`src/rtl/sample_framer.sv`:
```
// Sample FIFO plus frame FSM feeding the averaging accumulator with sof/eof-marked frames.
// Define SAMPLE_FRAMER_DROP_EN for a non-stalling input that drops samples when the FIFO is full.
module sample_framer #(
    parameter int unsigned C_DATA_WIDTH = 54,
    parameter int unsigned FIFO_AW      = 4
) (
    input  logic                    clk,
    input  logic                    rst,
    input  logic [9:0]              cfg_frame_len,
    input  logic [C_DATA_WIDTH-1:0] s_data,
    input  logic                    s_valid,
    output logic                    s_ready,
    output logic [C_DATA_WIDTH-1:0] DATA_out,
    output logic                    DATA_sof,
    output logic                    DATA_eof,
    output logic                    DATA_valid,
    input  logic                    DATA_ready,
    output logic [15:0]             frame_cnt,
    output logic [15:0]             ovf_cnt
);

    localparam int unsigned Depth = 2 ** FIFO_AW;
    localparam logic [FIFO_AW:0]   DepthCnt = (FIFO_AW + 1)'(Depth);
    localparam logic [FIFO_AW:0]   CntOne   = (FIFO_AW + 1)'(1);
    localparam logic [FIFO_AW-1:0] PtrOne   = FIFO_AW'(1);

    typedef enum logic [1:0] {
        StIdle,
        StStream,
        StEof,
        StGap
    } state_e;

    // FIFO storage and control
    logic [C_DATA_WIDTH-1:0] mem_q [Depth];
    logic [FIFO_AW-1:0]      wr_ptr_q, rd_ptr_q;
    logic [FIFO_AW:0]        count_q, count_d;
    logic                    full_q, empty;
    logic                    s_ready_q, s_ready_d;
    logic                    fifo_wr, fifo_rd;
    logic [C_DATA_WIDTH-1:0] fifo_rd_data;

    // Frame FSM and output register
    state_e                  state_q;
    logic [9:0]              len_q, pos_q;
    logic                    gap_first_q;
    logic [C_DATA_WIDTH-1:0] out_data_q;
    logic                    out_valid_q, sof_q, eof_q;
    logic [15:0]             frame_cnt_q;

    logic       can_take, start, cont, load_sof, load_eof;
    logic [9:0] cur_len, cur_pos;

    assign empty        = (count_q == '0);
    assign fifo_rd_data = mem_q[rd_ptr_q];

`ifdef SAMPLE_FRAMER_DROP_EN
    logic [15:0] ovf_q;

    // Input never stalls; anything offered against a full FIFO is lost and counted.
    assign fifo_wr   = s_valid && s_ready_q && !full_q;
    assign s_ready_d = 1'b1;

    always_ff @(posedge clk or posedge rst) begin
        if (rst) begin
            ovf_q <= '0;
        end else if (s_valid && s_ready_q && full_q && (ovf_q != 16'hFFFF)) begin
            ovf_q <= ovf_q + 16'd1;
        end
    end

    assign ovf_cnt = ovf_q;
`else
    assign fifo_wr   = s_valid && s_ready_q;
    assign s_ready_d = (count_d != DepthCnt);
    assign ovf_cnt   = '0;
`endif

    always_comb begin
        count_d = count_q;
        if (fifo_wr && !fifo_rd) begin
            count_d = count_q + CntOne;
        end else if (!fifo_wr && fifo_rd) begin
            count_d = count_q - CntOne;
        end
    end

    always_ff @(posedge clk) begin
        if (fifo_wr) begin
            mem_q[wr_ptr_q] <= s_data;
        end
    end

    always_ff @(posedge clk or posedge rst) begin
        if (rst) begin
            wr_ptr_q  <= '0;
            rd_ptr_q  <= '0;
            count_q   <= '0;
            full_q    <= 1'b0;
            s_ready_q <= 1'b0;
        end else begin
            if (fifo_wr) begin
                wr_ptr_q <= wr_ptr_q + PtrOne;
            end
            if (fifo_rd) begin
                rd_ptr_q <= rd_ptr_q + PtrOne;
            end
            count_q   <= count_d;
            full_q    <= (count_d == DepthCnt);
            s_ready_q <= s_ready_d;
        end
    end

    // Frame start loads the first sample in the same cycle the length is latched,
    // so the idle-to-output latency stays at two cycles.
    always_comb begin
        can_take = !out_valid_q || DATA_ready;
        start    = (state_q == StIdle) && (cfg_frame_len != '0) && !empty;
        cont     = (state_q == StStream) && !empty && can_take;
        fifo_rd  = start || cont;
        cur_len  = start ? cfg_frame_len : len_q;
        cur_pos  = start ? '0 : pos_q;
        load_sof = (cur_pos == '0);
        load_eof = (cur_pos == (cur_len - 10'd1));
    end

    always_ff @(posedge clk or posedge rst) begin
        if (rst) begin
            state_q     <= StIdle;
            len_q       <= '0;
            pos_q       <= '0;
            gap_first_q <= 1'b0;
            out_data_q  <= '0;
            out_valid_q <= 1'b0;
            sof_q       <= 1'b0;
            eof_q       <= 1'b0;
            frame_cnt_q <= '0;
        end else begin
            case (state_q)
                StIdle: begin
                    if (start) begin
                        len_q <= cfg_frame_len;
                    end
                end
                StStream: begin
                    // FIFO ran dry mid-frame: retire the accepted sample, keep pos.
                    if (!fifo_rd && out_valid_q && DATA_ready) begin
                        out_valid_q <= 1'b0;
                        sof_q       <= 1'b0;
                        eof_q       <= 1'b0;
                    end
                end
                StEof: begin
                    if (DATA_ready) begin
                        out_valid_q <= 1'b0;
                        sof_q       <= 1'b0;
                        eof_q       <= 1'b0;
                        frame_cnt_q <= frame_cnt_q + 16'd1;
                        gap_first_q <= 1'b1;
                        state_q     <= StGap;
                    end
                end
                StGap: begin
                    gap_first_q <= 1'b0;
                    if (!gap_first_q && DATA_ready) begin
                        state_q <= StIdle;
                    end
                end
                default: state_q <= StIdle;
            endcase

            if (fifo_rd) begin
                out_data_q  <= fifo_rd_data;
                out_valid_q <= 1'b1;
                sof_q       <= load_sof;
                eof_q       <= load_eof;
                pos_q       <= cur_pos + 10'd1;
                state_q     <= load_eof ? StEof : StStream;
            end
        end
    end

    assign s_ready    = s_ready_q;
    assign DATA_out   = out_data_q;
    assign DATA_sof   = sof_q;
    assign DATA_eof   = eof_q;
    assign DATA_valid = out_valid_q;
    assign frame_cnt  = frame_cnt_q;

endmodule

```
`config.mk`:
```
export PLATFORM = sky130hd
export DESIGN_NAME = sample_framer
export DESIGN_NICKNAME = d
export VERILOG_FILES = /design/src/rtl/sample_framer.sv
export SDC_FILE = /design/constraint.sdc
export NUM_CORES = 1
export LEC_CHECK = 0
export BUFFER_PORTS_ARGS = -buffer_cell sky130_fd_sc_hd__buf_2
export CORE_UTILIZATION = 40
export CTS_BUF_LIST = sky130_fd_sc_hd__clkbuf_2 sky130_fd_sc_hd__clkbuf_4 sky130_fd_sc_hd__clkbuf_8
export DETAILED_ROUTE_END_ITERATION = 8
export PLACE_DENSITY_LB_ADDON = 0.1
export SYNTH_ARGS = -nofsm -noshare
export SYNTH_HDL_FRONTEND = slang
export SYNTH_SLANG_ARGS = --single-unit
```
`constraint.sdc`:
```
create_clock -name clk -period 4.78 [get_ports clk]
set_input_delay 0.717 -clock clk [delete_from_list [all_inputs] [get_ports clk]]
set_output_delay 0.717 -clock clk [all_outputs]
set_load 0.01 [all_outputs]
```
### Yosys cells after proc, flatten, opt, wreduce, memory -nomap -nowiden

Memories as Yosys holds them, arrays and structs flattened. A register that Yosys moved wholly into a read port is not among the register bits.
Cells that the tools add are included.

| storage, ports and cells | value |
|---|---|
| flip-flop bits (word level) | 56 |
| RAM bits | 864 |
| input bits | 68 |
| output and inout bits | 90 |
| word-level logic and storage cells | 76 |
| memories | 1 |

Memory list:

| memory | depth | width | read ports | clocked after Yosys merged registers in | write ports | line | text |
|---|---|---|---|---|---|---|---|
| mem_q | 16 | 54 | 1 | 1 | 1 | 35 | `logic [C_DATA_WIDTH-1:0] mem_q [Depth];` |

| cells by class | value |
|---|---|
| add/sub/neg operators | 7 |
| equality and inequality tests | 9 |
| mux-type cells | 19 |
| reductions and logical operators | 28 |

Operators with widths:

| kind | count |
|---|---|
| $mux 10 | 2 |
| $add 16x1->16 const B | 1 |
| $add 10x1->10 const B | 1 |
| $eq 10x10->1 | 1 |
| $logic_and 1x1->1 | 10 |
| $logic_not 10->1 | 1 |
| $mux 5 | 2 |
| $reduce_bool 10->1 | 1 |
| $sub 10x1->10 const B | 1 |
| $add 4x1->4 const B | 2 |
| $mux 1 | 8 |
| $mux 2 | 4 |
| $ne 3x3->1 const B | 2 |
| $reduce_and 3->1 | 2 |
| $reduce_bool 3->1 | 2 |
| $add 5x1->5 const B | 1 |
| $logic_not 1->1 | 5 |
| $logic_not 5->1 | 1 |
| $ne 5x5->1 const B | 1 |
| $sub 5x1->5 const B | 1 |
| $eq 2x2->1 const B | 2 |
| $pmux 1 s2 | 2 |
| $pmux 2 s2 | 1 |
| $reduce_and 2->1 | 2 |
| 6 further kinds | 7 |

### Depth between registers and ports, before layout

Gate-level depths: netlist of run 1.

| logic depth | value |
|---|---|
| word-level depth | 11 |
| gate-level depth with buffers | 18 |
| gate-level depth less buffers | 15 |

### Worst setup path after synthesis of run 1

OpenSTA, ideal clock, no wires.

| timing | value |
|---|---|
| path type | input-to-reg |
| from | in cfg_frame_len[4] |
| to | reg state_q[0] |
| arrival time | 4.026 ns |
| required time | 4.661 ns |
| slack | 0.635 ns |
| stages | 17 |
| path through | or4_4 -> or3_1 -> buf_6 -> nand2_8 -> buf_8 -> clkbuf_1 -> a22oi_1 -> ha_1 -> clkbuf_1 -> xnor2_1 -> xnor2_1 -> a32oi_1 -> nor4b_1 -> a311o_1 -> o2111ai_1 -> a2111o_1 -> and2_1 |

| on the way | value |
|---|---|
| cells in the longest elaborated chain, start to end | 8 |
| elaborated cells between the ends (all ways) | 14 |
| classes of those cells | add/sub: 1; eq/ne: 3; mux: 4; reduce/logical: 6 |

RTL lines:

| element | line | text |
|---|---|---|
| start: declaration | 9 | `input logic [9:0] cfg_frame_len,` |
| $reduce_bool 10->1 | 118 | `start = (state_q == StIdle) && (cfg_frame_len != '0) && !empty;` |
| $logic_and 1x1->1 (2 in a row) | 118 |  |
| $mux 10 | -- |  |
| $sub 10x1->10 | 124 | `load_eof = (cur_pos == (cur_len - 10'd1));` |
| $eq 10x10->1 | 124 |  |
| $mux 2 | 178 | `state_q <= load_eof ? StEof : StStream;` |
| $mux 2 | 172 | `if (fifo_rd) begin` |
| end signal: assignment | 129 | `state_q <= StIdle;` |
| end signal: assignment | 169 | `default: state_q <= StIdle;` |
| end signal: assignment | 178 |  |
| end: declaration | 44 | `state_e state_q;` |

Several ways; a longest one is shown, not always the timed one.
A chain may end at the register's enable or synchronous reset.

### Final worst setup path of run 1

| timing | value |
|---|---|
| from | reg count_q[0] |
| to | reg state_q[0] |

| on the way | value |
|---|---|
| cells in the longest elaborated chain, start to end | 8 |
| elaborated cells between the ends (all ways) | 16 |
| classes of those cells | add/sub: 1; eq/ne: 3; mux: 4; reduce/logical: 8 |

RTL lines:

| element | line | text |
|---|---|---|
| start: declaration | 37 | `logic [FIFO_AW:0] count_q, count_d;` |
| start signal: assignment | 108 | `count_q <= count_d;` |
| $logic_not 5->1 * | 54 | `assign empty = (count_q == '0);` |
| $logic_not 1->1 * | 118, 119 |  |
| $logic_and 1x1->1 | 118 |  |
| $mux 10 | -- |  |
| $sub 10x1->10 | 124 |  |
| $eq 10x10->1 | 124 |  |
| $mux 2 | 178 |  |
| $mux 2 | 172 |  |

Every way passes the cells marked *; elsewhere a longest branch is shown, timed or not.

==> run_summary.xml, run 1 <==
<?xml version="1.0" encoding="UTF-8"?>
<metrics>
  <group name="status">
    <metric name="status" unit="">complete, no violations</metric>
  </group>
  <group name="sta">
    <metric name="fin_worst_skew" unit="ns">0.03583</metric>
    <metric name="grt_setup_unrepaired" unit="">no</metric>
    <metric name="final-setup-viol-count" unit="">0</metric>
    <metric name="setup_total_negative_slack" unit="ns">0</metric>
    <metric name="postLayoutSetupSlackWorst" unit="ns">0.3901</metric>
    <metric name="timing.final.max_slew_violations" unit="">0</metric>
    <metric name="final.period_utilization" unit="%">91.84</metric>
    <metric name="timing_worst_slew_pin_value" unit="ns">1.051</metric>
    <metric name="timing.slew.headroom" unit="%">29.76</metric>
    <metric name="max_freq" unit="GHz">0.2278</metric>
    <metric name="layout_min_cycle_time" unit="ns">4.390</metric>
    <metric name="finalHoldViolCount" unit="">0</metric>
  </group>
  <group name="cells_and_area">
    <metric name="final-seq-area" unit="sq um">28710</metric>
    <metric name="num-nets-final" unit="">2318</metric>
    <metric name="drive_gt1_share" unit="%">28.78</metric>
    <metric name="most_used_cells_in_the_layout_excluding_fill_and_tap_cells" unit="">864 x sky130_fd_sc_hd__edfxtp_1, 199 x sky130_fd_sc_hd__nand2_1, 192 x sky130_fd_sc_hd__mux4_2, 185 x sky130_fd_sc_hd__clkbuf_8, 141 x sky130_fd_sc_hd__buf_2</metric>
    <metric name="area_growth" unit="%">15.06</metric>
    <metric name="final_common_cell" unit="">sky130_fd_sc_hd__edfxtp_1</metric>
    <metric name="multi_input_area" unit="sq um">8820</metric>
    <metric name="fillCellCount" unit="">8100</metric>
    <metric name="layout.cell_area.non_filler" unit="sq um">43670</metric>
  </group>
  <group name="worst_setup_path">
    <metric name="start_kind" unit="">register</metric>
    <metric name="cp.required" unit="ns">5.46</metric>
    <metric name="worst-r2r-setup-slack" unit="ns">0.39</metric>
    <metric name="timing.rr.end" unit="">state_q[0]$_DFFE_PP0P_</metric>
    <metric name="worstSetupPathType" unit="">reg2reg</metric>
    <metric name="worst_setup_path_end_kind" unit="">register</metric>
    <metric name="r2r_start" unit="">count_q[0]$_DFF_PP0_</metric>
    <metric name="crit_path_max_fanout" unit="">13</metric>
    <metric name="rr_worst_depth" unit="">15</metric>
    <metric name="worstPathArrival" unit="ns">5.07</metric>
  </group>
  <group name="clock_tree">
    <metric name="clock_tree.root_cell" unit="">sky130_fd_sc_hd__clkbuf_8</metric>
    <metric name="number_of_buffers_inserted_during_clock_tree_synthesis" unit="">163</metric>
    <metric name="cts_tree" unit="">done</metric>
    <metric name="h-tree-depth" unit="">4</metric>
    <metric name="clock_path_buffers" unit="">3</metric>
    <metric name="clock_sink_count" unit="">974</metric>
    <metric name="insertion_delay" unit="ns">0.81</metric>
    <metric name="clkSlewWorstSetupHoldPaths" unit="ns">0.06</metric>
  </group>
  <group name="min_path">
    <metric name="min_to" unit="">len_q[9]$_DFFE_PP0N_</metric>
    <metric name="min_path_type" unit="">in2reg</metric>
    <metric name="min_from" unit="">cfg_frame_len[9]</metric>
    <metric name="whs_path_depth" unit="">3</metric>
  </group>
  <group name="synth">
    <metric name="adder_cell_share_of_the_synthesized_area" unit="%">0.3956</metric>
    <metric name="primary_ff_master_synth" unit="">sky130_fd_sc_hd__edfxtp_1</metric>
    <metric name="synth_xor_area_share" unit="%">1.061</metric>
    <metric name="synth.mux.area_fraction" unit="%">14.22</metric>
    <metric name="synth_top_area_share" unit="%">68.35</metric>
    <metric name="synthesis.yosys.warnings" unit="">0</metric>
    <metric name="synth-edff-count" unit="">864</metric>
    <metric name="synthesis.area" unit="sq um">37960</metric>
    <metric name="asyncSetResetFlopFracSynth" unit="%">11.29</metric>
    <metric name="synthesis.instances" unit="">1985</metric>
    <metric name="synth_compound_gate_area_share" unit="%">2.993</metric>
    <metric name="ys_seq_elements" unit="">974</metric>
    <metric name="netlist-cell-type-count" unit="">55</metric>
    <metric name="postSynthAreaPerCell" unit="sq um">19.12</metric>
    <metric name="combinational_family_with_the_most_area_after_synthesis" unit="">multiplexers</metric>
    <metric name="synthTopCellsByArea" unit="">sky130_fd_sc_hd__edfxtp_1 68%, sky130_fd_sc_hd__mux4_2 11%, sky130_fd_sc_hd__dfrtp_1 7.3%</metric>
    <metric name="sequential_area_share_after_synthesis" unit="%">75.60</metric>
    <metric name="synth_largest_area_cell" unit="">sky130_fd_sc_hd__edfxtp_1</metric>
    <metric name="simple_gate_share_of_the_synthesized_area" unit="%">4.216</metric>
  </group>
  <group name="detailed_routing">
    <metric name="final_ant_viol_nets" unit="">0</metric>
    <metric name="drt-initial-drc-count" unit="">1790</metric>
    <metric name="route.detailed.wl_per_inst" unit="um">25.34</metric>
    <metric name="route.detailed.drc" unit="">0</metric>
    <metric name="wire_length_reported_by_the_detailed_router" unit="um">91890</metric>
    <metric name="detailedRoute.firstPassIterationCount" unit="">5</metric>
    <metric name="dr_total_vias" unit="">19290</metric>
    <metric name="vias_per_cell" unit="">5.317</metric>
  </group>
  <group name="floorplanning">
    <metric name="core" unit="sq um">93610</metric>
    <metric name="std_cell_rows" unit="">112</metric>
    <metric name="design.portCount" unit="">158</metric>
    <metric name="initial_core_util" unit="%">40.55</metric>
    <metric name="fp.dieH" unit="um">310.1</metric>
    <metric name="die_width" unit="um">310.1</metric>
    <metric name="die_area" unit="sq um">96130</metric>
  </group>
  <group name="placed_design">
    <metric name="detailedPlace.worstSlack" unit="ns">0.3935</metric>
    <metric name="gpl.final_weighted_congestion" unit="">0.8344</metric>
    <metric name="hpwl" unit="um">47570</metric>
    <metric name="port-buffer-count" unit="">141</metric>
    <metric name="placement.cell_area" unit="sq um">40330</metric>
  </group>
  <group name="global_routing">
    <metric name="antenna_found_initial" unit="">14</metric>
    <metric name="grt_pass1_vias" unit="">20290</metric>
    <metric name="pin_count_of_the_biggest_net_entering_global_routing" unit="">134</metric>
    <metric name="grt_pass1_wl" unit="um">135600</metric>
    <metric name="globalRouteTotalUtil" unit="%">19.58</metric>
    <metric name="globalRouteOverflowTotal" unit="">0</metric>
  </group>
  <group name="run">
    <metric name="max_cap_violations" unit="">0</metric>
  </group>
  <group name="pwr">
    <metric name="peakVddDrop" unit="uV">434.7</metric>
    <metric name="p_leak" unit="nW">15.14</metric>
    <metric name="powerDensity" unit="nW/um^2">589.8</metric>
  </group>
</metrics>
cells by family (layout without fill, tap and decap cells):
family	count (synthesis)	count (layout)
AO/OA/AOI/OAI	164	164
buffers and inverters	128	498
other	1	19
flip-flops	974	974
adder cells (fa/ha/maj)	12	12
multiplexers	299	299
AND/OR/NAND/NOR	361	361
XOR/XNOR	46	46
cell usage after synthesis, types with 10 or more instances:
library cell and count:
sky130_fd_sc_hd__o21ai_0 64, sky130_fd_sc_hd__xnor2_1 27, sky130_fd_sc_hd__mux2i_1 105, sky130_fd_sc_hd__ha_1 12, sky130_fd_sc_hd__xor2_1 19, sky130_fd_sc_hd__clkbuf_1 62, sky130_fd_sc_hd__nor2_1 82, sky130_fd_sc_hd__buf_4 16
sky130_fd_sc_hd__and2_1 14, sky130_fd_sc_hd__edfxtp_1 864, sky130_fd_sc_hd__o221ai_1 54, sky130_fd_sc_hd__nand4_1 10, sky130_fd_sc_hd__dfrtp_1 110, sky130_fd_sc_hd__mux4_2 192, sky130_fd_sc_hd__a21oi_1 12, sky130_fd_sc_hd__inv_1 13
sky130_fd_sc_hd__buf_1 27, sky130_fd_sc_hd__nand2_1 200
per-stage QoR:
step	cells	hold slack [ns]	power [mW]	util (%)
global placement	3326	0.4568	18.60	43.08
CTS	3624	0.08206	26.19	46.65
global route	3626	0.1411	27.14	46.65
floorplan	2000	0.4667	16.10	-
finish	3627	0.1859	25.76	46.65
detailed placement	3326	0.4581	18.66	43.08
flip-flops by register name, summed over array words and instances (netlist names), 2 cells and up:
name,cells
count_q,5
pos_q,10
len_q,10
DATA_out,54
frame_cnt,16
mem_q,864
rd_ptr_q,4
wr_ptr_q,4
state_q,2
how the worst max path moves through the flow:
stage,from,end,slack (ns),cells past startpoint
after detailed placement,cfg_frame_len[4],state_q[0]$_DFFE_PP0P_,0.39,14
after global placement,cfg_frame_len[4],state_q[0]$_DFFE_PP0P_,0.47,14
after floorplan,cfg_frame_len[4],state_q[0]$_DFFE_PP0P_,0.63,17
after global routing,count_q[0]$_DFF_PP0_,state_q[0]$_DFFE_PP0P_,0.01,15
final,count_q[0]$_DFF_PP0_,state_q[0]$_DFFE_PP0P_,0.39,15
after CTS,count_q[0]$_DFF_PP0_,state_q[0]$_DFFE_PP0P_,0.56,15
layout make-up:
cell class                      count  area share, %
Tap cell                         1254          3.593
Antenna cell                        3        0.01719
Inverter                           13         0.1232
Clock buffer                      240          6.776
Timing Repair Buffer              188          2.716
Multi-Input combinational cell    898          20.19
Sequential cell                   974          65.74
Clock inverter                     57         0.8366
where the power goes:
group          leakage [nW]  internal, mW  switching [mW]
Combinational          4.22          3.15            4.00
Clock                  1.77          4.13            3.31
Sequential             9.15          10.5           0.707
Total                  15.1          17.7            8.02
per-layer routing:
| metal | up-vias | share of wire [%] | global-route usage [%] |
|---|---|---|---|
| met2 | 481 | 49 | 31.83 |
| met3 | 165 | 4.8 | 3.998 |
| met5 | - | 0.096 | 0 |
| met4 | 12 | 1.9 | 5.568 |
| met1 | 10160 | 44 | 26.77 |
| li1 | 8465 | - | - |
worst max-delay path: stages, from the launching register on:
cell and delay (ns):
sky130_fd_sc_hd__dfrtp_1 0.40, sky130_fd_sc_hd__inv_1 0.11, sky130_fd_sc_hd__ha_1 0.22, sky130_fd_sc_hd__or4b_1 0.25, sky130_fd_sc_hd__nand2_1 0.19, sky130_fd_sc_hd__nor2_1 0.77
sky130_fd_sc_hd__mux2i_1 0.32, sky130_fd_sc_hd__ha_1 0.35, sky130_fd_sc_hd__xnor2_1 0.18, sky130_fd_sc_hd__xnor2_1 0.14, sky130_fd_sc_hd__a32oi_1 0.10, sky130_fd_sc_hd__nor4b_1 0.34
sky130_fd_sc_hd__a311o_1 0.17, sky130_fd_sc_hd__o2111ai_1 0.12, sky130_fd_sc_hd__a2111o_1 0.44, sky130_fd_sc_hd__and2_1 0.18
what timing repair did:
action | 4_1_cts | 5_1_grt
hold buffers | 1 | 0
buffers inserted | 0 | 0
gates resized for setup | 0 | 0
hold endpoints to repair | 39 | 0
Power figures use the tool's default switching activity.
==> run 2, diff against run 1 <==
--- a/config.mk
+++ b/config.mk
@@ -12,2 +12,3 @@
 export PLACE_DENSITY_LB_ADDON = 0.1
+export REMOVE_ABC_BUFFERS = 1
 export SYNTH_ARGS = -nofsm -noshare
==> constraint.sdc (replaced) <==
create_clock -name clk -period 4.52 [get_ports clk]
set_input_delay 0.452 -clock clk [delete_from_list [all_inputs] [get_ports clk]]
set_output_delay 0.452 -clock clk [all_outputs]
set_load 0.01 [all_outputs]
==> run 2 against run 1 <==
Hold slack got worse by 0.073 ns. Critical path type unchanged. First-iteration DRC count shrank 20%. Core utilization grew 0.89 points. Setup slack improved by 0.13 ns. Power grew 7.0%. Via count rose by 1.5%.
==> run_summary.xml, run 2 (same netlist as run 1, synthesis figures left out) <==
<?xml version="1.0" encoding="UTF-8"?>
<metrics>
  <group name="status">
    <metric name="status" unit="">complete, no violations</metric>
  </group>
  <group name="cells_and_area">
    <metric name="most_used_cells_in_the_layout_excluding_fill_and_tap_cells" unit="">864 x sky130_fd_sc_hd__edfxtp_1, 199 x sky130_fd_sc_hd__nand2_1, 192 x sky130_fd_sc_hd__mux4_2, 181 x sky130_fd_sc_hd__clkbuf_8, 141 x sky130_fd_sc_hd__buf_2</metric>
    <metric name="num-nets-final" unit="">2394</metric>
    <metric name="max_flop_register" unit="">mem_q</metric>
    <metric name="area_growth" unit="%">17.26</metric>
    <metric name="fin_util" unit="%">47.55</metric>
    <metric name="largest_register_ffs" unit="">864</metric>
    <metric name="drive_gt1_share" unit="%">28.59</metric>
    <metric name="final_common_cell" unit="">sky130_fd_sc_hd__edfxtp_1</metric>
  </group>
  <group name="detailed_routing">
    <metric name="detailedRoute.firstPassIterationCount" unit="">5</metric>
    <metric name="wl_met1" unit="um">42500</metric>
    <metric name="route.detailed.drc" unit="">0</metric>
    <metric name="drt-initial-drc-count" unit="">1426</metric>
    <metric name="dr_total_vias" unit="">19570</metric>
    <metric name="final_ant_viol_nets" unit="">0</metric>
    <metric name="met3RoutedLength" unit="um">3910</metric>
    <metric name="route.detailed.wl_per_inst" unit="um">24.95</metric>
    <metric name="vias_per_cell" unit="">5.273</metric>
    <metric name="wire_length_reported_by_the_detailed_router" unit="um">92590</metric>
    <metric name="route.met2.wl" unit="um">44380</metric>
    <metric name="highest-signal-layer" unit="">met5</metric>
  </group>
  <group name="worst_setup_path">
    <metric name="critical_path.max_stage_delay" unit="ns">0.45</metric>
    <metric name="worstSetupPathType" unit="">reg2reg</metric>
    <metric name="critical_path_buf_inv_count" unit="">1</metric>
    <metric name="worstPathArrival" unit="ns">4.70</metric>
    <metric name="start_kind" unit="">register</metric>
    <metric name="cell_by_cell_listing_of_the_critical_path" unit="">inv_1 &gt; ha_1 &gt; or4b_1 &gt; nand2_1 &gt; nor2_2 &gt; mux2i_1 &gt; ha_1 &gt; xnor2_1 &gt; xnor2_1 &gt; a32oi_1 &gt; nor4b_1 &gt; a311o_1 &gt; o2111ai_1 &gt; a2111o_1 &gt; and2_1</metric>
    <metric name="cp.required" unit="ns">5.22</metric>
    <metric name="crit_slowest_cell" unit="">sky130_fd_sc_hd__nor2_2</metric>
    <metric name="crit_path_max_fanout" unit="">13</metric>
    <metric name="crit_family" unit="">simple AND/OR/NAND/NOR gates</metric>
    <metric name="worst_setup_path_end_kind" unit="">register</metric>
  </group>
  <group name="clock_tree">
    <metric name="clkSlewWorstSetupHoldPaths" unit="ns">0.06</metric>
    <metric name="h-tree-depth" unit="">4</metric>
    <metric name="clock_sink_count" unit="">974</metric>
    <metric name="cts_tree" unit="">done</metric>
    <metric name="number_of_buffers_inserted_during_clock_tree_synthesis" unit="">165</metric>
    <metric name="clock_tree.root_cell" unit="">sky130_fd_sc_hd__clkbuf_8</metric>
    <metric name="insertion_delay" unit="ns">0.80</metric>
    <metric name="clock_path_buffers" unit="">3</metric>
  </group>
  <group name="pwr">
    <metric name="power.internal" unit="mW">18.97</metric>
    <metric name="peakVddDrop" unit="uV">472.0</metric>
    <metric name="p_leak" unit="nW">15.51</metric>
    <metric name="switching_power_share_of_the_total" unit="%">31.18</metric>
    <metric name="report.power.total" unit="mW">27.57</metric>
    <metric name="powerDensity" unit="nW/um^2">619.4</metric>
    <metric name="power_switching" unit="mW">8.597</metric>
    <metric name="seq_power_share" unit="%">43.0</metric>
    <metric name="power.share.clock" unit="%">29.2</metric>
    <metric name="combPwrFrac" unit="%">27.8</metric>
  </group>
  <group name="floorplanning">
    <metric name="die_area" unit="sq um">96130</metric>
    <metric name="design.portCount" unit="">158</metric>
    <metric name="die_width" unit="um">310.1</metric>
    <metric name="core" unit="sq um">93610</metric>
    <metric name="fp.dieH" unit="um">310.1</metric>
    <metric name="initial_core_util" unit="%">40.55</metric>
    <metric name="std_cell_rows" unit="">112</metric>
  </group>
  <group name="placed_design">
    <metric name="hpwl" unit="um">47630</metric>
    <metric name="port-buffer-count" unit="">141</metric>
    <metric name="detailedPlace.worstSlack" unit="ns">0.3707</metric>
    <metric name="gpl.final_weighted_congestion" unit="">0.8231</metric>
  </group>
  <group name="sta">
    <metric name="finalHoldViolCount" unit="">0</metric>
    <metric name="fin_worst_skew" unit="ns">0.03768</metric>
    <metric name="layout_min_cycle_time" unit="ns">4.003</metric>
    <metric name="final.period_utilization" unit="%">88.56</metric>
    <metric name="final-setup-viol-count" unit="">0</metric>
    <metric name="timing.slew.headroom" unit="%">25.55</metric>
    <metric name="grt_setup_unrepaired" unit="">no</metric>
    <metric name="timing_worst_slew_pin_value" unit="ns">1.117</metric>
    <metric name="postLayoutSetupSlackWorst" unit="ns">0.5171</metric>
    <metric name="max_freq" unit="GHz">0.2498</metric>
    <metric name="timing.final.max_slew_violations" unit="">0</metric>
    <metric name="fin_hold_ws" unit="ns">0.1130</metric>
  </group>
  <group name="global_routing">
    <metric name="grt_pass1_wl" unit="um">136200</metric>
    <metric name="globalRouteTotalUtil" unit="%">19.71</metric>
    <metric name="globalRouteOverflowTotal" unit="">0</metric>
    <metric name="pin_count_of_the_biggest_net_entering_global_routing" unit="">88</metric>
    <metric name="antenna_found_initial" unit="">4</metric>
    <metric name="grt_pass1_vias" unit="">20650</metric>
  </group>
  <group name="min_path">
    <metric name="min_path_type" unit="">in2reg</metric>
  </group>
  <group name="run">
    <metric name="max_cap_violations" unit="">0</metric>
  </group>
</metrics>
-- run 2: cell types whose count changed in the layout (fill, tap and decap cells not counted), moves of 2 or more --
cell / change
sky130_fd_sc_hd__clkinv_2: -5
sky130_fd_sc_hd__buf_12: +2
sky130_fd_sc_hd__inv_6: +4
sky130_fd_sc_hd__buf_4: +7
sky130_fd_sc_hd__dlygate4sd3_1: +65
sky130_fd_sc_hd__clkbuf_8: -4
sky130_fd_sc_hd__clkbuf_4: +12
-- run 2: power groups by stage --
stage	combinational, mW	sequential (mW)	clock [mW]
after floorplan	4.50	12.3	0
after global placement	7.77	12.0	0
after detailed placement	7.79	12.0	0
after CTS	7.86	11.9	8.29
after global routing	8.36	12.0	8.69
final	7.65	11.9	8.06
-- run 2: area by class of cell --
class	instances	area (sq um)
clock inverter	60	427.9
fill	8052	49100
clock buffer	248	2994
sequential	974	28710
tap	1254	1569
antenna	2	5.005
multi-input combinational	898	8817
inverter	13	53.80
timing repair buffer	262	1929
-- run 2: final timing paths --
check                      slack (ns)  cells after the start                      start                   endpoint
hold reg to reg                  0.46                      1  frame_cnt[15]$_DFFE_PP0P_  frame_cnt[15]$_DFFE_PP0P_
max in group asynchronous        3.42                      4                        rst   DATA_out[15]$_DFFE_PP0P_
min in group asynchronous        0.26                      3                        rst   DATA_out[34]$_DFFE_PP0P_
hold / removal                   0.11                      3           cfg_frame_len[5]       len_q[5]$_DFFE_PP0N_
setup / recovery                 0.52                     15       count_q[0]$_DFF_PP0_     state_q[0]$_DFFE_PP0P_
setup reg to reg                 0.52                     15       count_q[0]$_DFF_PP0_     state_q[0]$_DFFE_PP0P_
-- run 2: repair_timing --
action	in CTS	in global routing
resized for setup	0	1
hold buffers	66	0
hold endpoints to repair	911	0
setup endpoints to repair	0	3
setup buffers	0	0
-- run 2: per-layer routing --
metal	vias to the layer above	GRT usage (%)
met3	149	3.658
met2	488	31.36
met4	4	5.946
li1	8602	-
met1	10320	27.65
met5	-	0
-- run 2: per-stage QoR --
stage	area, sq um	std cells	setup TNS, ns
3_5_place_dp	40420	3335	0
4_1_cts	44500	3709	0
5_1_grt	44510	3711	0
2_1_floorplan	37490	1885	-367.97
6_report	44510	3711	0
3_3_place_gp	40420	3335	0
-- run 2: tightest hold or removal path, cell delays in order --
cell and delay, ns:
sky130_fd_sc_hd__buf_2 0.11, sky130_fd_sc_hd__and3_1 0.20, sky130_fd_sc_hd__a21o_1 0.11
==> run 3, diff against run 2 <==
- ABC_AREA: default -> 1
- SKIP_CTS_REPAIR_TIMING: default -> 1
- SLEW_MARGIN: default -> 10
==> run 3 against run 2 <==
Power increased by 5.8%. Highest routed layer unchanged. Clock skew decreased by 0.00062 ns. Fmax increased by 26%. Sequential power about the same. Hold slack got worse by 0.080 ns.
==> run_summary.xml, run 3 <==
<?xml version="1.0" encoding="UTF-8"?>
<metrics>
  <group name="detailed_routing">
    <metric name="wire_length_reported_by_the_detailed_router" unit="um">108700</metric>
    <metric name="detailedRoute.firstPassIterationCount" unit="">6</metric>
    <metric name="route.detailed.wl_per_inst" unit="um">23.36</metric>
    <metric name="dr_total_vias" unit="">25310</metric>
    <metric name="route.detailed.drc" unit="">0</metric>
    <metric name="final_ant_viol_nets" unit="">0</metric>
    <metric name="drt-initial-drc-count" unit="">2122</metric>
    <metric name="vias_per_cell" unit="">5.440</metric>
  </group>
  <group name="floorplanning">
    <metric name="fp.dieH" unit="um">312.5</metric>
    <metric name="die_area" unit="sq um">97630</metric>
    <metric name="die_width" unit="um">312.5</metric>
    <metric name="core" unit="sq um">95290</metric>
    <metric name="std_cell_rows" unit="">113</metric>
    <metric name="design.portCount" unit="">158</metric>
    <metric name="initial_core_util" unit="%">40.46</metric>
  </group>
  <group name="clock_tree">
    <metric name="clock_tree.root_cell" unit="">sky130_fd_sc_hd__clkbuf_8</metric>
    <metric name="clock_sink_count" unit="">974</metric>
    <metric name="cts_tree" unit="">done</metric>
    <metric name="h-tree-depth" unit="">4</metric>
    <metric name="clkSlewWorstSetupHoldPaths" unit="ns">0.06</metric>
    <metric name="clock_path_buffers" unit="">3</metric>
    <metric name="number_of_buffers_inserted_during_clock_tree_synthesis" unit="">167</metric>
    <metric name="insertion_delay" unit="ns">0.82</metric>
  </group>
  <group name="cells_and_area">
    <metric name="num-nets-final" unit="">3329</metric>
    <metric name="final_common_cell" unit="">sky130_fd_sc_hd__edfxtp_1</metric>
    <metric name="drive_gt1_share" unit="%">15.63</metric>
    <metric name="fillCellCount" unit="">8607</metric>
    <metric name="most_used_cells_in_the_layout_excluding_fill_and_tap_cells" unit="">864 x sky130_fd_sc_hd__edfxtp_1, 576 x sky130_fd_sc_hd__nor2_1, 507 x sky130_fd_sc_hd__o21ai_0, 215 x sky130_fd_sc_hd__nand2_1, 177 x sky130_fd_sc_hd__clkbuf_8</metric>
    <metric name="max_flop_register" unit="">mem_q</metric>
    <metric name="largest_register_ffs" unit="">864</metric>
    <metric name="area_growth" unit="%">16.07</metric>
    <metric name="fin_util" unit="%">46.96</metric>
  </group>
  <group name="synth">
    <metric name="primary_ff_master_synth" unit="">sky130_fd_sc_hd__edfxtp_1</metric>
    <metric name="synthesis.area" unit="sq um">38550</metric>
    <metric name="ys_seq_elements" unit="">974</metric>
    <metric name="sequential_area_share_after_synthesis" unit="%">74.44</metric>
    <metric name="synth_most_common_cell" unit="">sky130_fd_sc_hd__edfxtp_1</metric>
    <metric name="synthesis.instances" unit="">3018</metric>
    <metric name="asyncSetResetFlopFracSynth" unit="%">11.29</metric>
    <metric name="synth-edff-count" unit="">864</metric>
    <metric name="postSynthAreaPerCell" unit="sq um">12.77</metric>
    <metric name="netlist-cell-type-count" unit="">39</metric>
    <metric name="synth_top_area_share" unit="%">67.30</metric>
    <metric name="synthTopCellsByArea" unit="">sky130_fd_sc_hd__edfxtp_1 67%, sky130_fd_sc_hd__dfrtp_1 7.1%, sky130_fd_sc_hd__o21ai_0 6.6%</metric>
    <metric name="synthesis.yosys.warnings" unit="">0</metric>
    <metric name="synth_largest_area_cell" unit="">sky130_fd_sc_hd__edfxtp_1</metric>
    <metric name="netlist_top_cells_count" unit="">864 x sky130_fd_sc_hd__edfxtp_1, 592 x sky130_fd_sc_hd__nor2_1, 507 x sky130_fd_sc_hd__o21ai_0</metric>
  </group>
  <group name="global_routing">
    <metric name="grt_pass1_vias" unit="">25590</metric>
    <metric name="pin_count_of_the_biggest_net_entering_global_routing" unit="">217</metric>
    <metric name="grt_pass1_wl" unit="um">162200</metric>
    <metric name="globalRouteOverflowTotal" unit="">0</metric>
    <metric name="antenna_found_initial" unit="">7</metric>
    <metric name="globalRouteTotalUtil" unit="%">22.29</metric>
  </group>
  <group name="worst_setup_path">
    <metric name="worst-r2r-setup-slack" unit="ns">1.34</metric>
    <metric name="crit_path_max_fanout" unit="">31</metric>
    <metric name="worstSetupPathType" unit="">reg2reg</metric>
    <metric name="start_kind" unit="">register</metric>
    <metric name="cp.required" unit="ns">5.21</metric>
    <metric name="worstPathArrival" unit="ns">3.87</metric>
    <metric name="worst_setup_path_end_kind" unit="">register</metric>
  </group>
  <group name="sta">
    <metric name="layout_min_cycle_time" unit="ns">3.184</metric>
    <metric name="final.period_utilization" unit="%">70.44</metric>
    <metric name="timing_worst_slew_pin_value" unit="ns">0.9865</metric>
    <metric name="final-setup-viol-count" unit="">0</metric>
    <metric name="postLayoutSetupSlackWorst" unit="ns">1.336</metric>
    <metric name="max_freq" unit="GHz">0.3141</metric>
    <metric name="finalHoldViolCount" unit="">0</metric>
    <metric name="fin_worst_skew" unit="ns">0.03706</metric>
    <metric name="timing.slew.headroom" unit="%">34.23</metric>
    <metric name="grt_setup_unrepaired" unit="">no</metric>
    <metric name="timing.final.max_slew_violations" unit="">0</metric>
  </group>
  <group name="pwr">
    <metric name="report.power.total" unit="mW">29.17</metric>
    <metric name="powerDensity" unit="nW/um^2">651.8</metric>
    <metric name="p_leak" unit="nW">15.54</metric>
    <metric name="peakVddDrop" unit="uV">462.5</metric>
  </group>
  <group name="placed_design">
    <metric name="detailedPlace.worstSlack" unit="ns">1.381</metric>
    <metric name="gpl.final_weighted_congestion" unit="">0.8221</metric>
    <metric name="hpwl" unit="um">53340</metric>
    <metric name="port-buffer-count" unit="">141</metric>
  </group>
  <group name="status">
    <metric name="status" unit="">complete, no violations</metric>
  </group>
  <group name="run">
    <metric name="max_cap_violations" unit="">0</metric>
  </group>
  <group name="min_path">
    <metric name="min_path_type" unit="">in2reg</metric>
  </group>
</metrics>
[run 3: cell count changes in the layout (fill, tap and decap cells not counted), moves of 50 or more]
cell,previous run,this run
sky130_fd_sc_hd__nor2_1,81,576
sky130_fd_sc_hd__o21ai_0,64,507
sky130_fd_sc_hd__mux4_2,192,0
sky130_fd_sc_hd__o22ai_1,0,157
sky130_fd_sc_hd__mux2i_1,105,0
sky130_fd_sc_hd__nand3_1,7,84
sky130_fd_sc_hd__inv_1,12,62
[run 3: layout make-up]
class / instances / area [sq um] / area share (%)
antenna: 4 / 10.01 / 0.02237
clock buffer: 254 / 3014 / 6.736
clock inverter: 50 / 370.4 / 0.8276
inverter: 73 / 299.0 / 0.6683
multi-input combinational: 1775 / 8859 / 19.80
sequential: 974 / 28710 / 64.16
tap: 1265 / 1583 / 3.537
timing repair buffer: 258 / 1904 / 4.256
[run 3: logic make-up (layout without fill, tap and decap cells)]
group	after synthesis	in the layout	share of synthesized area (%)
buffers and inverters	284	635	3.041
xor gates and xnor gates	27	27	0.6134
DFF	974	974	74.44
other	1	20	0.009727
and+or+nand+nor	925	925	9.633
AOI/OAI and AO/OA	795	795	11.88
adders and majority gates	12	12	0.3894
[run 3: path summary, 6_finish.rpt]
kind                       depth (start not counted)                   endpoint                       from
setup / recovery                                  18     state_q[0]$_DFFE_PP0P_       count_q[0]$_DFF_PP0_
hold / removal                                     3       len_q[2]$_DFFE_PP0N_           cfg_frame_len[2]
setup reg to reg                                  18     state_q[0]$_DFFE_PP0P_       count_q[0]$_DFF_PP0_
hold reg to reg                                    1  frame_cnt[15]$_DFFE_PP0P_  frame_cnt[15]$_DFFE_PP0P_
max in group asynchronous                          4   DATA_out[48]$_DFFE_PP0P_                        rst
min in group asynchronous                          3     DATA_valid$_DFFE_PP0P_                        rst
[run 3: stage by stage]
stage          hold slack, ns  cell area, sq um  std cells  setup TNS, ns
2_1_floorplan          0.4438             37710       2822        -527.40
3_3_place_gp           0.4586             40770       4287              0
3_5_place_dp           0.4644             40770       4287              0
4_1_cts               -0.2593             44160       4591              0
5_1_grt              0.002840             44750       4653              0
6_report              0.03291             44750       4653              0
[run 3: where the power goes]
group / leakage (nW) / switching, mW / internal [mW] / total [mW]
registers: 9.12 / 0.581 / 11.0 / 11.6
clock network: 1.79 / 3.54 / 4.53 / 8.07
logic: 4.64 / 6.79 / 2.73 / 9.53
total: 15.5 / 10.9 / 18.3 / 29.2
[run 3: worst max-delay path, stage by stage (launching register included)]
cell and delay (ns):
sky130_fd_sc_hd__dfrtp_1 0.41, sky130_fd_sc_hd__inv_1 0.10, sky130_fd_sc_hd__ha_1 0.20, sky130_fd_sc_hd__inv_1 0.05, sky130_fd_sc_hd__nor2_1 0.06, sky130_fd_sc_hd__a21oi_4 0.37
sky130_fd_sc_hd__nand2_4 0.32, sky130_fd_sc_hd__nand2_1 0.17, sky130_fd_sc_hd__nand2_2 0.11, sky130_fd_sc_hd__ha_1 0.32, sky130_fd_sc_hd__nand3b_1 0.16, sky130_fd_sc_hd__nand2_1 0.09
sky130_fd_sc_hd__nand3_1 0.07, sky130_fd_sc_hd__nor2_1 0.12, sky130_fd_sc_hd__nand3_1 0.13, sky130_fd_sc_hd__nor2_1 0.11, sky130_fd_sc_hd__nand3_1 0.12, sky130_fd_sc_hd__nand2_1 0.09
sky130_fd_sc_hd__o21ai_1 0.06
[run 3: layer usage]
| layer | up-vias | global-route usage (%) | wire (um) | share of wire (%) |
|---|---|---|---|---|
| met5 | - | 0 | 18 | 0.017 |
| met4 | 4 | 7.208 | 2566 | 2.4 |
| met3 | 173 | 3.948 | 5675 | 5.2 |
| met2 | 756 | 36.56 | 52110 | 48 |
| met1 | 12820 | 30.10 | 48350 | 44 |
| li1 | 11560 | - | - | - |
